### src/rtl/pipelined_cla_adder.sv
// Pipelined carry-lookahead adder/subtractor.
//
// The operands are split into NG = WIDTH/GROUP lookahead groups, and one group
// is resolved in each pipeline stage. Each stage forwards only the operand bits
// that are still unresolved. The whole pipe stalls together when a valid result
// sits at the output and downstream is not ready. Bubbles move forward only
// when the pipe advances.
//
// Ports:
//   clk        rising-edge clock
//   rst_n      asynchronous active-low reset
//   in_valid   operands valid this cycle
//   in_ready   block accepts operands this cycle (low only while stalled)
//   a, b       operands (WIDTH bits)
//   cin        carry-in; ignored when sub=1
//   sub        0: a+b+cin, 1: a-b computed as a+~b+1
//   out_valid  result valid
//   out_ready  downstream accepts result
//   s          sum/difference (WIDTH bits)
//   cout       carry out of the MSB (in sub mode, 1 means no borrow)
//   ovf        signed overflow (carry into MSB xor carry out of MSB)
//   zero       s == 0
module pipelined_cla_adder #(
    parameter int WIDTH = 16,
    parameter int GROUP = 4
) (
    input  logic             clk,
    input  logic             rst_n,
    input  logic             in_valid,
    output logic             in_ready,
    input  logic [WIDTH-1:0] a,
    input  logic [WIDTH-1:0] b,
    input  logic             cin,
    input  logic             sub,
    output logic             out_valid,
    input  logic             out_ready,
    output logic [WIDTH-1:0] s,
    output logic             cout,
    output logic             ovf,
    output logic             zero
);

    localparam int NG = WIDTH / GROUP;

    logic adv;

    // A held result at the output freezes every stage, including bubbles.
    assign adv      = !(out_valid && !out_ready);
    assign in_ready = adv;

    // Full-lookahead carries for one group. Each carry is a flat sum of
    // products, not a ripple chain. c[0] is the group carry-in.
    function automatic logic [GROUP:0] lookahead(input logic [GROUP-1:0] pp,
                                                 input logic [GROUP-1:0] gg,
                                                 input logic             c0);
        logic [GROUP:0] c;
        logic           term;
        c    = '0;
        c[0] = c0;
        for (int i = 0; i < GROUP; i++) begin
            term = c0;
            for (int j = 0; j <= i; j++) term = term & pp[j];
            c[i+1] = term;
            for (int j = 0; j <= i; j++) begin
                term = gg[j];
                for (int m = j + 1; m <= i; m++) term = term & pp[m];
                c[i+1] = c[i+1] | term;
            end
        end
        return c;
    endfunction

    for (genvar k = 0; k < NG; k++) begin : g_stage
        // Operand bits still to resolve in this stage, and sum bits known after it.
        localparam int RW = WIDTH - k * GROUP;
        localparam int SW = (k + 1) * GROUP;

        logic [RW-1:0]    a_in, b_in;
        logic             c_in, v_in;
        logic [GROUP-1:0] p, g;
        logic [GROUP:0]   c;
        logic [SW-1:0]    sum_d, sum_q;
        logic             valid_q, carry_q;

        if (k == 0) begin : g_first
            assign a_in  = a;
            assign b_in  = sub ? ~b : b;
            assign c_in  = sub | cin;
            assign v_in  = in_valid;
            assign sum_d = p ^ c[GROUP-1:0];
        end else begin : g_next
            assign a_in  = g_stage[k-1].g_fwd.a_q;
            assign b_in  = g_stage[k-1].g_fwd.b_q;
            assign c_in  = g_stage[k-1].carry_q;
            assign v_in  = g_stage[k-1].valid_q;
            assign sum_d = {p ^ c[GROUP-1:0], g_stage[k-1].sum_q};
        end

        assign p = a_in[GROUP-1:0] ^ b_in[GROUP-1:0];
        assign g = a_in[GROUP-1:0] & b_in[GROUP-1:0];
        assign c = lookahead(p, g, c_in);

        always_ff @(posedge clk or negedge rst_n) begin
            if (!rst_n) begin
                valid_q <= 1'b0;
                sum_q   <= '0;
                carry_q <= 1'b0;
            end else if (adv) begin
                valid_q <= v_in;
                sum_q   <= sum_d;
                carry_q <= c[GROUP];
            end
        end

        if (k < NG - 1) begin : g_fwd
            logic [RW-GROUP-1:0] a_q, b_q;

            always_ff @(posedge clk or negedge rst_n) begin
                if (!rst_n) begin
                    a_q <= '0;
                    b_q <= '0;
                end else if (adv) begin
                    a_q <= a_in[RW-1:GROUP];
                    b_q <= b_in[RW-1:GROUP];
                end
            end
        end else begin : g_last
            logic ovf_q, zero_q;

            // c[GROUP-1] of the top group is the carry into bit WIDTH-1.
            // The flags are registered so that they also read 0 straight out of reset.
            always_ff @(posedge clk or negedge rst_n) begin
                if (!rst_n) begin
                    ovf_q  <= 1'b0;
                    zero_q <= 1'b0;
                end else if (adv) begin
                    ovf_q  <= c[GROUP-1] ^ c[GROUP];
                    zero_q <= (sum_d == '0);
                end
            end

            assign s         = sum_q;
            assign cout      = carry_q;
            assign out_valid = valid_q;
            assign ovf       = ovf_q;
            assign zero      = zero_q;
        end
    end

endmodule

### config.mk
export PLATFORM = sky130hd
export DESIGN_NAME = pipelined_cla_adder
export DESIGN_NICKNAME = d
export VERILOG_FILES = /design/src/rtl/pipelined_cla_adder.sv
export SDC_FILE = /design/constraint.sdc
export NUM_CORES = 1
export LEC_CHECK = 0
export ABC_AREA = 1
export ABC_CLOCK_PERIOD_IN_PS = 4000
export CAP_MARGIN = 20
export CELL_PAD_IN_SITES_DETAIL_PLACEMENT = 2
export CELL_PAD_IN_SITES_GLOBAL_PLACEMENT = 2
export CORE_MARGIN = 3
export CORE_UTILIZATION = 36
export CTS_CLUSTER_DIAMETER = 60
export DETAILED_ROUTE_END_ITERATION = 7
export HOLD_SLACK_MARGIN = 0.1
export PLACE_DENSITY_LB_ADDON = 0.1
export RECOVER_POWER = 100
export SLEW_MARGIN = 25
export SYNTH_ARGS = -nofsm -noshare
export SYNTH_HDL_FRONTEND = slang
export SYNTH_SLANG_ARGS = --single-unit
export TNS_END_PERCENT = 20
### constraint.sdc
create_clock -name clk -period 4 [get_ports clk]
set_input_delay 0.4 -clock clk [delete_from_list [all_inputs] [get_ports clk]]
set_output_delay 0.4 -clock clk [all_outputs]
set_load 0.01 [all_outputs]
# ---- Word-level counts from Yosys, hierarchy flattened
# Cells that the tools add are included.
dict set report word_totals {
  word_cells 120
  out_inout_bits 21
  input_bits 38
  ff_bits 98
}
dict set report op_classes {
  n_bitwise 95
  mux 1
  n_reduce_logical 4
}
# cell count
set ops {}
lappend ops {{$or 1x1->1} 41}
lappend ops {{$and 1x1->1} 40}
lappend ops {{$xor 4x4->4} 8}
lappend ops {{$and 4x4->4} 4}
lappend ops {{$logic_not 16->1} 1}
lappend ops {{$mux 16} 1}
lappend ops {{$not 16->16} 1}
lappend ops {{$logic_not 1->1} 2}
lappend ops {{$logic_and 1x1->1} 1}
lappend ops {{$xor 1x1->1} 1}

# ---- Depth between registers and ports, before layout
# Gate-level depths: netlist of run 1.
dict set report logic_depth {
  ltp_word 11
  ltp_mapped 13
  depth_no_buf 11
}

# ---- Least setup slack after synthesis of run 1
# Ideal clock, no wire load.
dict set report synth_path {
  path_kind {input to register}
  startpoint {in sub}
  endpoint {reg g_stage[0].sum_q[3]}
  arrival_time_ns 1.826
  stages 12
  path_buffers 2
  t_required_ns 3.883
  setup_ns 0.117
  slack_ns 2.056
  path_cell_list {buf_4 buf_6 xnor2_1 inv_1 ha_1 ha_1 nand2_1 nand3_1 nand2_1 nand3b_1 nand3_1 nand2_1}
}
dict set report synth_between {
  elab_chain_cells 9
  word_cells_on_any_way 14
  cone_classes {1 x mux; 13 x bitwise}
}
# item line_no
set synth_lines {}
lappend synth_lines {{from (decl)} 34} ;# input logic sub,
lappend synth_lines {{$mux 16} 87} ;# assign b_in = sub ? ~b : b;
lappend synth_lines {{$xor 4x4->4} 99} ;# assign p = a_in[GROUP-1:0] ^ b_in[GROUP-1:0];
lappend synth_lines {{$and 1x1->1 (3 in a row)} 62} ;# for (int j = 0; j <= i; j++) term = term & pp[j];
lappend synth_lines {{$or 1x1->1 (3 in a row)} 67} ;# c[i+1] = c[i+1] | term;
lappend synth_lines {{$xor 4x4->4 (*)} 90} ;# assign sum_d = p ^ c[GROUP-1:0];
lappend synth_lines {{to (signal assigned)} 110} ;# sum_q <= sum_d;
lappend synth_lines {{to (decl)} 82} ;# logic [SW-1:0] sum_d, sum_q;
# Mark *: on every way between the ends. The rest lies on a longest branch, timed or not.
# A chain may end at the register's enable or synchronous reset.

# ---- Worst setup path in the final report of run 1
dict set report layout_path {
  startpoint {in out_ready}
  endpoint {reg g_stage[3].g_last.zero_q (netlist: zero)}
}
dict set report layout_between {
  elab_chain_cells 2
}
# item line_no
set layout_lines {}
lappend layout_lines {{from (decl)} 36} ;# input logic out_ready,
lappend layout_lines {{$logic_not 1->1} 48} ;# assign adv = !(out_valid && !out_ready);
lappend layout_lines {{$logic_and 1x1->1} 48}
lappend layout_lines {{to (signal assigned)} 138} ;# zero_q <= (sum_d == '0);
lappend layout_lines {{to (decl)} 128} ;# logic ovf_q, zero_q;
# Every way passes these cells.

==> impl_metrics.py, run 1 <==
metrics = {
    "floorplan": {
        "core_area_sq_um": 12100,
        "rows": 40,
        "die_h_um": 118,
        "die_w_um": 118,
        "start_util": 0.371,
        "dieArea_sq_um": 13800,
        "pin_count": 59,
    },
    "cts": {
        "cts_setup_buffers": 0,
        "cts_buffers": 9,
        "h-tree-depth": 3,
        "cts_resized": 0,
        "cts_sinks": 98,
        "clkTransAtPathRegs_ns": 0.07,
        "max-clock-path-buffers": 2,
        "clock_latency_ns": 0.35,
        "cts_tree": "built",
        "cts_hold_buffers": 0,
        "root_buffer": "clkbuf_16",
    },
    "worst_setup_path": {
        "cp.required_ns": 4.23,
        "crit_slowest_cell": "clkbuf_2",
        "cp.arrival_ns": 3.11,
        "worstSetupEndpointType": "flip-flop",
        "cp_max_fo": 114,
        "path_class": "in -> reg",
        "path_common_cell": "nor2_1",
        "rr_startpoint": "out_valid",
        "slowest_delay_ns": 1.51,
        "regToRegSetupSlack_ns": 1.33,
        "crit_path_end": "zero",
        "startpoint": "out_ready",
        "critPathLaunchType": "input port",
        "reg2reg_to": "zero",
        "worst-r2r-cell-count": 8,
        "path_cells": "dlygate4sd3_1, nor2_1, clkbuf_2, nor2_1, nand3_1, nor2_1, nand2_1, nand2_1",
    },
    "logic_synthesis": {
        "synth_fp_nets": 560,
        "synth_ff_type": "dfrtp_1",
        "synth_edf_count": 0,
        "yosys_warnings": 0,
        "synth_top_cells_by_count": "183 x nand2_1, 98 x dfrtp_1, 54 x o21ai_0",
        "netlist_area_sq_um": 4480,
        "async_flop_share": 1.00,
        "synth_top_area_cell": "dfrtp_1",
        "synth_area_leaders": "dfrtp_1 55%, nand2_1 15%, o21ai_0 6.0%, ha_1 5.6%, inv_1 3.7%",
        "synth.top_cell.area_share": 0.548,
        "ys_seq_area_frac": 0.548,
        "synth.distinct_cells": 21,
        "yosysMostFrequentCell": "nand2_1",
        "synth.avg_cell_area_sq_um": 8.99,
        "synthCells": 498,
        "synth_seq_cells": 98,
    },
    "timing": {
        "finClkSkew_ns": 0.00614,
        "setup_viol": 0,
        "relSlewSlack": -0.366,
        "tightest_slew_ns": 2.05,
        "hold_ws_ns": 0.470,
        "maxSlewViolCount": 190,
        "rsz0062_at_grt": "false",
        "finalCritPeriodShare": 0.720,
        "period_needed_ns": 2.88,
        "max_freq_ghz": 0.347,
        "tns_ns": 0,
        "hold_viol_final": 0,
    },
    "power": {
        "p_total_uw": 4090,
        "p_per_area_nw_per_um2": 749,
        "p_leak_uw": 0.00267,
        "vdd_drop_max_uv": 216,
    },
    "routing": {
        "ant_nets": 0,
        "firstDrtPassIters": 4,
        "drtIter0Drc": 127,
        "vias_per_cell": 4.67,
        "wl_per_cell_um": 14.1,
        "vias": 3372,
        "wirelength_um": 10200,
        "post-route-drc-count": 0,
    },
    "job": {
        "max_cap_viol_count": 2,
    },
    "finish": {
        "drive_gt1_frac": 0.0361,
        "fin_util": 0.453,
        "fin_nets": 611,
        "diodes": 0,
        "syn_to_final_growth_pct": 22.0,
        "n_fill_cell": 1355,
        "multi_input_area_sq_um": 1720,
        "seq_area_sq_um": 2450,
    },
    "placement": {
        "dp_hpwl_um": 6850,
        "place.gp.congestion": 0.726,
        "port_buffers": 58,
    },
    "run_status": {
        "status": "finished with violations",
        "violations": "capacitance limit, slew limit",
    },
    "hold_path": {
        "hold_class": "reg -> reg",
        "min_from": "g_stage[2].valid_q",
    },
    "grt": {
        "grt_pass1_vias": 3549,
        "grt_max_degree": 115,
        "antenna_found_initial": 0,
        "grt_pass1_wl_um": 17700,
        "grt.total_usage": 0.159,
        "gr-total-overflow": 0,
    },
}
[cells by family after synthesis]
logic type	Yosys count	synth area share
flip-flops	98	0.548
AO/OA/AOI/OAI	64	0.0738
XOR/XNOR	20	0.0391
AND/OR/NAND/NOR	225	0.198
adder cells (fa/ha/maj)	24	0.0738
buffers and inverters	67	0.0673
[area by class of cell]
cell class              instances  share of cell area
repair buffers                 62               0.109
well taps                     168              0.0385
flip-flops and latches         98               0.449
multi-input cells             333               0.314
clock buffers                  10              0.0437
clock inverters                 6              0.0147
inverters                      45              0.0309
[how the worst min path moves through the flow]
| stage | endpoint | depth (start not counted) |
|---|---|---|
| after floorplan | cout | 0 |
| after global placement | out_valid | 2 |
| after detailed placement | out_valid | 2 |
| after CTS | g_stage[1].g_fwd.a_q[6] | 1 |
| after global routing | g_stage[1].g_fwd.b_q[6] | 2 |
| final | out_valid | 2 |
[sequential cells by signal (all words and copies together), names as in the netlist]
signal             cells
g_stage.g_fwd.a_q     24
g_stage.g_fwd.b_q     24
g_stage.sum_q         24
s                     16
g_stage.carry_q        3
g_stage.valid_q        3
cout                   1
out_valid              1
ovf                    1
zero                   1
[layer usage]
metal  up-vias  global-route usage  part of all wire
li1       1661                   -                 -
met1      1643               0.216              0.47
met2        53               0.251              0.48
met3        15              0.0332             0.032
met4         0              0.0667             0.021
met5         -                   0                 0
[power breakdown]
part / internal (uW) / switching, uW / leakage [uW]
registers: 1430 / 242 / 0.00119
clock network: 561 / 371 / 0.000162
logic: 606 / 881 / 0.00132
total: 2600 / 1490 / 0.00267
[cells in the final DEF, fill, tap and decap left out]
| cell type | netlist | routed |
|---|---|---|
| xor2_1 | 6 | 6 |
| clkbuf_2 | 0 | 3 |
| clkbuf_8 | 0 | 1 |
| clkinv_2 | 0 | 4 |
| ha_1 | 20 | 20 |
| a22oi_1 | 3 | 3 |
| a31oi_1 | 2 | 2 |
| clkbuf_1 | 5 | 1 |
| xnor2_1 | 14 | 14 |
| dlygate4sd3_1 | 0 | 22 |
| nand3_1 | 13 | 13 |
| nand3b_1 | 4 | 4 |
| nand2_1 | 183 | 183 |
| inv_1 | 44 | 45 |
| clkdlybuf4s50_1 | 0 | 35 |
| dfrtp_1 | 98 | 98 |
| fa_1 | 4 | 4 |
| bufinv_16 | 0 | 2 |
| nand4_1 | 2 | 2 |
| buf_4 | 9 | 1 |
| nor2_1 | 22 | 23 |
| o21ai_0 | 54 | 59 |
| clkbuf_16 | 0 | 9 |
[critical path, delay by kind of cell]
family,cells,cell delay [ns]
and+or+nand+nor,6,0.66
buffers and inverters,2,2.04
[through the flow]
step | instance area [sq um] | std cells | setup slack (ns)
floorplan | 4480 | 498 | 2.06
global placement | 5160 | 706 | 1.51
detailed placement | 5160 | 706 | 1.39
CTS | 5480 | 722 | 1.56
global route | 5460 | 722 | 0.795
finish | 5460 | 722 | 1.12
Power figures use the tool's default switching activity.
==> run 2: changes to the inputs <==
--- a/config.mk
+++ b/config.mk
@@ -6,12 +6,12 @@
 export NUM_CORES = 1
 export LEC_CHECK = 0
 export ABC_AREA = 1
-export ABC_CLOCK_PERIOD_IN_PS = 4000
+export ABC_CLOCK_PERIOD_IN_PS = 3000
 export CAP_MARGIN = 20
 export CELL_PAD_IN_SITES_DETAIL_PLACEMENT = 2
 export CELL_PAD_IN_SITES_GLOBAL_PLACEMENT = 2
 export CORE_MARGIN = 3
-export CORE_UTILIZATION = 36
+export CORE_UTILIZATION = 34
 export CTS_CLUSTER_DIAMETER = 60
 export DETAILED_ROUTE_END_ITERATION = 7
 export HOLD_SLACK_MARGIN = 0.1
==> constraint.sdc (replaced) <==
create_clock -name clk -period 3 [get_ports clk]
set_input_delay 0.3 -clock clk [delete_from_list [all_inputs] [get_ports clk]]
set_output_delay 0.3 -clock clk [all_outputs]
set_load 0.01 [all_outputs]
==> run 2 against run 1 <==
  * The run still ends with capacitance limit, slew limit left
  * Clock power rose by 33%
  * Final cell count rose by 0.69%
  * Global-route usage fell by 0.081 points
  * Non-clock buffer count rose by 1
  * Total power rose by 34%
  * Clock-buffer cell count rose by 1
  * Critical endpoint is now g_stage[2].sum_q[5]
  * Largest cell class unchanged
==> impl_metrics.py, run 2 (synthesized netlist as in run 1, its figures left out) <==
metrics = {
    "timing": {
        "relSlewSlack": -0.0209,
        "rsz0062_at_grt": "false",
        "period_needed_ns": 2.26,
        "finClkSkew_ns": 0.00549,
        "maxSlewViolCount": 81,
        "max_freq_ghz": 0.443,
        "setup_viol": 0,
        "tns_ns": 0,
        "tightest_slew_ns": 1.53,
        "hold_viol_final": 0,
        "finalCritPeriodShare": 0.753,
    },
    "cts": {
        "root_buffer": "clkbuf_16",
        "max-clock-path-buffers": 2,
        "cts_buffers": 9,
        "cts_resized": 0,
        "cts_tree": "built",
        "h-tree-depth": 3,
        "clock_latency_ns": 0.34,
        "clkTransAtPathRegs_ns": 0.07,
        "cts_sinks": 98,
    },
    "worst_setup_path": {
        "crit_path_end": "g_stage[2].sum_q[5]",
        "cp_max_fo": 80,
        "path_class": "in -> reg",
        "reg2reg_to": "g_stage[2].sum_q[5]",
        "worstSetupEndpointType": "flip-flop",
        "startpoint": "out_ready",
        "cp.required_ns": 3.21,
        "worst-r2r-cell-count": 5,
        "cp.arrival_ns": 2.47,
        "critPathLaunchType": "input port",
        "regToRegSetupSlack_ns": 0.90,
        "rr_startpoint": "out_valid",
    },
    "finish": {
        "diodes": 0,
        "multi_input_area_sq_um": 1720,
        "final_cell_mix": "183 x nand2_1, 98 x dfrtp_1, 59 x o21ai_0",
        "fin_nets": 612,
        "final_common_cell": "nand2_1",
        "seq_area_sq_um": 2450,
        "reg_top3": "g_stage.g_fwd.a_q x24, g_stage.g_fwd.b_q x24, g_stage.sum_q x24",
        "n_fill_cell": 1424,
        "syn_to_final_growth_pct": 22.8,
        "drive_gt1_frac": 0.0360,
    },
    "placement": {
        "port_buffers": 58,
        "dp_hpwl_um": 7160,
        "place.gp.congestion": 0.752,
    },
    "hold_path": {
        "hold_class": "reg -> reg",
        "holdPathStages": 2,
    },
    "floorplan": {
        "die_w_um": 121,
        "core_area_sq_um": 12800,
        "pin_count": 59,
        "dieArea_sq_um": 14600,
        "die_h_um": 121,
        "start_util": 0.351,
        "rows": 41,
    },
    "routing": {
        "firstDrtPassIters": 4,
        "wl_per_cell_um": 14.3,
        "vias": 3340,
        "post-route-drc-count": 0,
        "wirelength_um": 10400,
        "ant_nets": 0,
        "vias_per_cell": 4.59,
        "drtIter0Drc": 149,
    },
    "power": {
        "p_total_uw": 5460,
        "vdd_drop_max_uv": 299,
        "p_leak_uw": 0.00268,
        "p_per_area_nw_per_um2": 993,
    },
    "grt": {
        "grt_pass1_vias": 3748,
        "antenna_found_initial": 0,
        "grt_util_met1": 0.213,
        "grt.total_usage": 0.159,
        "top_usage_layer": "met2",
        "grt_util_met3": 0.0281,
        "use_met2": 0.262,
        "grt_max_degree": 115,
        "grt_pass1_wl_um": 18400,
        "gr-total-overflow": 0,
    },
    "job": {
        "max_cap_viol_count": 1,
    },
    "run_status": {
        "violations": "capacitance limit, slew limit",
        "status": "finished with violations",
    },
}
run 2: changes by cell type in the layout (fill, tap and decap cells not counted), sizes merged:
cell / delta
buf: +1
inv: -1
dlygate4sd3: +1
clkinvlp: +1
clkinv: -1
run 2: how the worst min path moves through the flow:
stage,from,to,slack (ns)
final,g_stage[2].valid_q,out_valid,0.47
after global routing,in_valid,g_stage[0].valid_q,0.50
after CTS,g_stage[2].valid_q,out_valid,0.47
after detailed placement,rst_n,s[3],0.37
after global placement,rst_n,s[3],0.36
after floorplan,rst_n,cout,0.004
run 2: worst max-delay path, stage by stage:
cell and delay [ns]:
dlygate4sd3_1 0.54, nor2_1 0.16, clkinv_1 0.10, clkbuf_2 0.82
o21ai_0 0.50
run 2: area by class of cell:
class | count | area share
multi-input cells | 333 | 0.312
inverters | 45 | 0.0307
flip-flops and latches | 98 | 0.446
repair buffers | 63 | 0.114
well taps | 172 | 0.0391
clock inverters | 5 | 0.0141
clock buffers | 11 | 0.0441
run 2: metrics by stage:
step | hold slack, ns | setup slack [ns] | utilization | instance area [sq um] | std cells
floorplan | 0.00441 | 1.16 | - | 4480 | 498
global placement | 0.362 | 0.806 | 0.407 | 5190 | 710
detailed placement | 0.366 | 0.680 | 0.407 | 5190 | 710
CTS | 0.475 | 1.04 | 0.432 | 5520 | 727
global route | 0.496 | 0.467 | 0.431 | 5500 | 727
finish | 0.465 | 0.742 | 0.431 | 5500 | 727
run 2: power by group:
part	switching [uW]	leakage, uW	total [uW]	internal [uW]
Sequential	310	0.00119	2210	1900
Combinational	1190	0.00133	2000	811
Clock	491	0.000156	1240	751
run 2: layer usage:
metal | up-vias | share of wire | routed length (um)
met1 | 1636 | 0.47 | 4930
met2 | 43 | 0.49 | 5050
met4 | 0 | 0.011 | 117
met3 | 9 | 0.029 | 301
li1 | 1652 | - | -
met5 | - | 0 | 0
run 2: repair_timing:
action,CTS,global route
hold endpoints to repair,44,0
setup buffers,0,0
hold buffers,1,0
endpoints found under the setup margin,0,0
==> run 3: changes to the inputs <==
--- a/config.mk
+++ b/config.mk
@@ -6,7 +6,7 @@
 export NUM_CORES = 1
 export LEC_CHECK = 0
 export ABC_AREA = 1
-export ABC_CLOCK_PERIOD_IN_PS = 3000
+export ABC_CLOCK_PERIOD_IN_PS = 2350
 export CAP_MARGIN = 20
 export CELL_PAD_IN_SITES_DETAIL_PLACEMENT = 2
 export CELL_PAD_IN_SITES_GLOBAL_PLACEMENT = 2
==> constraint.sdc (replaced) <==
create_clock -name clk -period 2.35 [get_ports clk]
set_input_delay 0.235 -clock clk [delete_from_list [all_inputs] [get_ports clk]]
set_output_delay 0.235 -clock clk [all_outputs]
set_load 0.01 [all_outputs]
==> run 3 against run 2 <==
  * The run now ends clean
  * Final cell count increased by 0.14%
  * Sequential power increased by 28%
  * Total power up 26%
==> impl_metrics.py, run 3 (synthesized netlist as in run 1, its figures left out) <==
metrics = {
    "placement": {
        "place.gp.congestion": 0.718,
        "port_buffers": 58,
        "dp_hpwl_um": 7220,
        "dpl-instance-area_sq_um": 5210,
    },
    "worst_setup_path": {
        "rr_startpoint": "out_valid",
        "cp.arrival_ns": 2.26,
        "startpoint": "sub",
        "worstSetupEndpointType": "flip-flop",
        "cp_max_fo": 3,
        "cp.required_ns": 2.63,
        "critPathLaunchType": "input port",
        "path_cells": "dlygate4sd3_1, xnor2_1, inv_1, ha_1, ha_1, nand2_1, nand3_1, nand2_1, nand2_1, nand2_1, nand3_1, nand2_1",
        "regToRegSetupSlack_ns": 0.66,
        "worst-r2r-cell-count": 6,
        "path_class": "in -> reg",
        "slowest_delay_ns": 0.61,
        "crit_path_end": "g_stage[0].sum_q[3]",
        "path_common_cell": "nand2_1",
        "reg2reg_to": "g_stage[2].sum_q[4]",
        "crit_slowest_cell": "dlygate4sd3_1",
    },
    "grt": {
        "grt.total_usage": 0.152,
        "use_met2": 0.252,
        "grt_max_degree": 115,
        "grt_pass1_wl_um": 17700,
        "gr-total-overflow": 0,
        "grt_pass1_vias": 3633,
        "grt_util_met1": 0.203,
        "antenna_found_initial": 0,
        "grt_util_met3": 0.0285,
        "top_usage_layer": "met2",
    },
    "finish": {
        "reg_top3": "g_stage.g_fwd.a_q x24, g_stage.g_fwd.b_q x24, g_stage.sum_q x24",
        "fin_nets": 613,
        "final_cell_mix": "183 x nand2_1, 98 x dfrtp_1, 59 x o21ai_0",
        "drive_gt1_frac": 0.0342,
        "syn_to_final_growth_pct": 22.5,
        "fin_area_sq_um": 5490,
        "final_common_cell": "nand2_1",
        "diodes": 0,
    },
    "floorplan": {
        "pin_count": 59,
        "rows": 41,
        "core_area_sq_um": 12800,
        "die_w_um": 121,
        "dieArea_sq_um": 14600,
        "die_h_um": 121,
        "start_util": 0.351,
    },
    "timing": {
        "finalCritPeriodShare": 0.841,
        "tightest_slew_ns": 0.981,
        "hold_viol_final": 0,
        "finClkSkew_ns": 0.00427,
        "setup_viol": 0,
        "relSlewSlack": 0.346,
        "rsz0062_at_grt": "false",
        "tns_ns": 0,
        "period_needed_ns": 1.98,
        "max_freq_ghz": 0.506,
        "maxSlewViolCount": 0,
    },
    "routing": {
        "wl_per_cell_um": 14.1,
        "vias_per_cell": 4.62,
        "vias": 3362,
        "post-route-drc-count": 0,
        "ant_nets": 0,
        "wirelength_um": 10300,
        "firstDrtPassIters": 4,
        "drtIter0Drc": 169,
    },
    "power": {
        "internal_power_uw": 4350,
        "seqPwrFrac": 0.412,
        "power_frac_clock": 0.216,
        "combPwrFrac": 0.372,
        "p_per_area_nw_per_um2": 1250,
        "p_leak_uw": 0.00267,
        "switching_share": 0.368,
        "vdd_drop_max_uv": 416,
        "switchingPower_uw": 2530,
    },
    "run_status": {
        "status": "finished clean",
    },
    "job": {
        "max_cap_viol_count": 0,
    },
    "cts": {
        "root_buffer": "clkbuf_16",
        "clkTransAtPathRegs_ns": 0.06,
        "max-clock-path-buffers": 2,
        "cts_buffers": 9,
        "cts_tree": "built",
        "h-tree-depth": 3,
        "cts_resized": 0,
        "clock_latency_ns": 0.34,
        "cts_sinks": 98,
    },
    "hold_path": {
        "hold_class": "in -> reg",
    },
}
==> run 3: cell types whose count changed in the layout (fill, tap and decap cells not counted), sizes merged <==
cell | before | now
clkbuf | 14 | 18
clkinv | 3 | 1
clkinvlp | 1 | 0
bufinv | 2 | 1
inv | 44 | 45
==> run 3: metrics by stage <==
stage | std cells | setup WS, ns | power, uW | hold slack [ns] | util
CTS | 728 | 0.444 | 7140 | 0.419 | 0.432
floorplan | 498 | 0.571 | 4530 | -0.0606 | -
finish | 728 | 0.372 | 6880 | 0.431 | 0.429
global placement | 711 | 0.204 | 5390 | 0.251 | 0.408
detailed placement | 711 | 0.0792 | 5590 | 0.252 | 0.408
global route | 728 | 0.188 | 7560 | 0.427 | 0.429
==> run 3: critical path: cells and delay by family <==
| family | cells | cell delay [ns] |
|---|---|---|
| buffers and inverters | 2 | 0.69 |
| and+or+nand+nor | 7 | 0.58 |
| adders and majority gates | 2 | 0.46 |
| xor gates and xnor gates | 1 | 0.28 |
==> run 3: power by group through the flow <==
| stage | Clock [uW] | Combinational [uW] | Sequential [uW] |
|---|---|---|---|
| CTS | 1540 | 2740 | 2860 |
| global placement | 0 | 2550 | 2840 |
| detailed placement | 0 | 2710 | 2880 |
| floorplan | 0 | 1700 | 2830 |
| finish | 1480 | 2560 | 2830 |
| global route | 1610 | 3000 | 2950 |
==> run 3: timing repair <==
item                                    in CTS  in global routing
endpoints found under the hold margin       36                  0
hold buffers                                 1                  0
setup buffers                                0                  0
endpoints found under the setup margin       0                  0
==> run 3: routing by layer <==
metal,part of all wire,vias to the layer above
li1,-,1656
met5,0,-
met2,0.49,45
met1,0.47,1650
met3,0.032,11
met4,0.013,0
==> run 3: worst min path at each step <==
stage / slack (ns) / startpoint / end / depth (start not counted)
finish: 0.43 / a[6] / g_stage[0].g_fwd.a_q[2] / 3
global route: 0.43 / a[6] / g_stage[0].g_fwd.a_q[2] / 3
CTS: 0.42 / a[6] / g_stage[0].g_fwd.a_q[2] / 3
detailed placement: 0.25 / rst_n / s[2] / 1
global placement: 0.25 / rst_n / s[2] / 1
floorplan: -0.06 / rst_n / cout / 0
==> run 3: area by class of cell <==
type                    count  area, sq um
clock buffers              14          264
inverters                  45          169
well taps                 172          215
multi-input cells         333         1720
fillers                  1398         7290
clock inverters             2         35.0
flip-flops and latches     98         2450
repair buffers             64          633
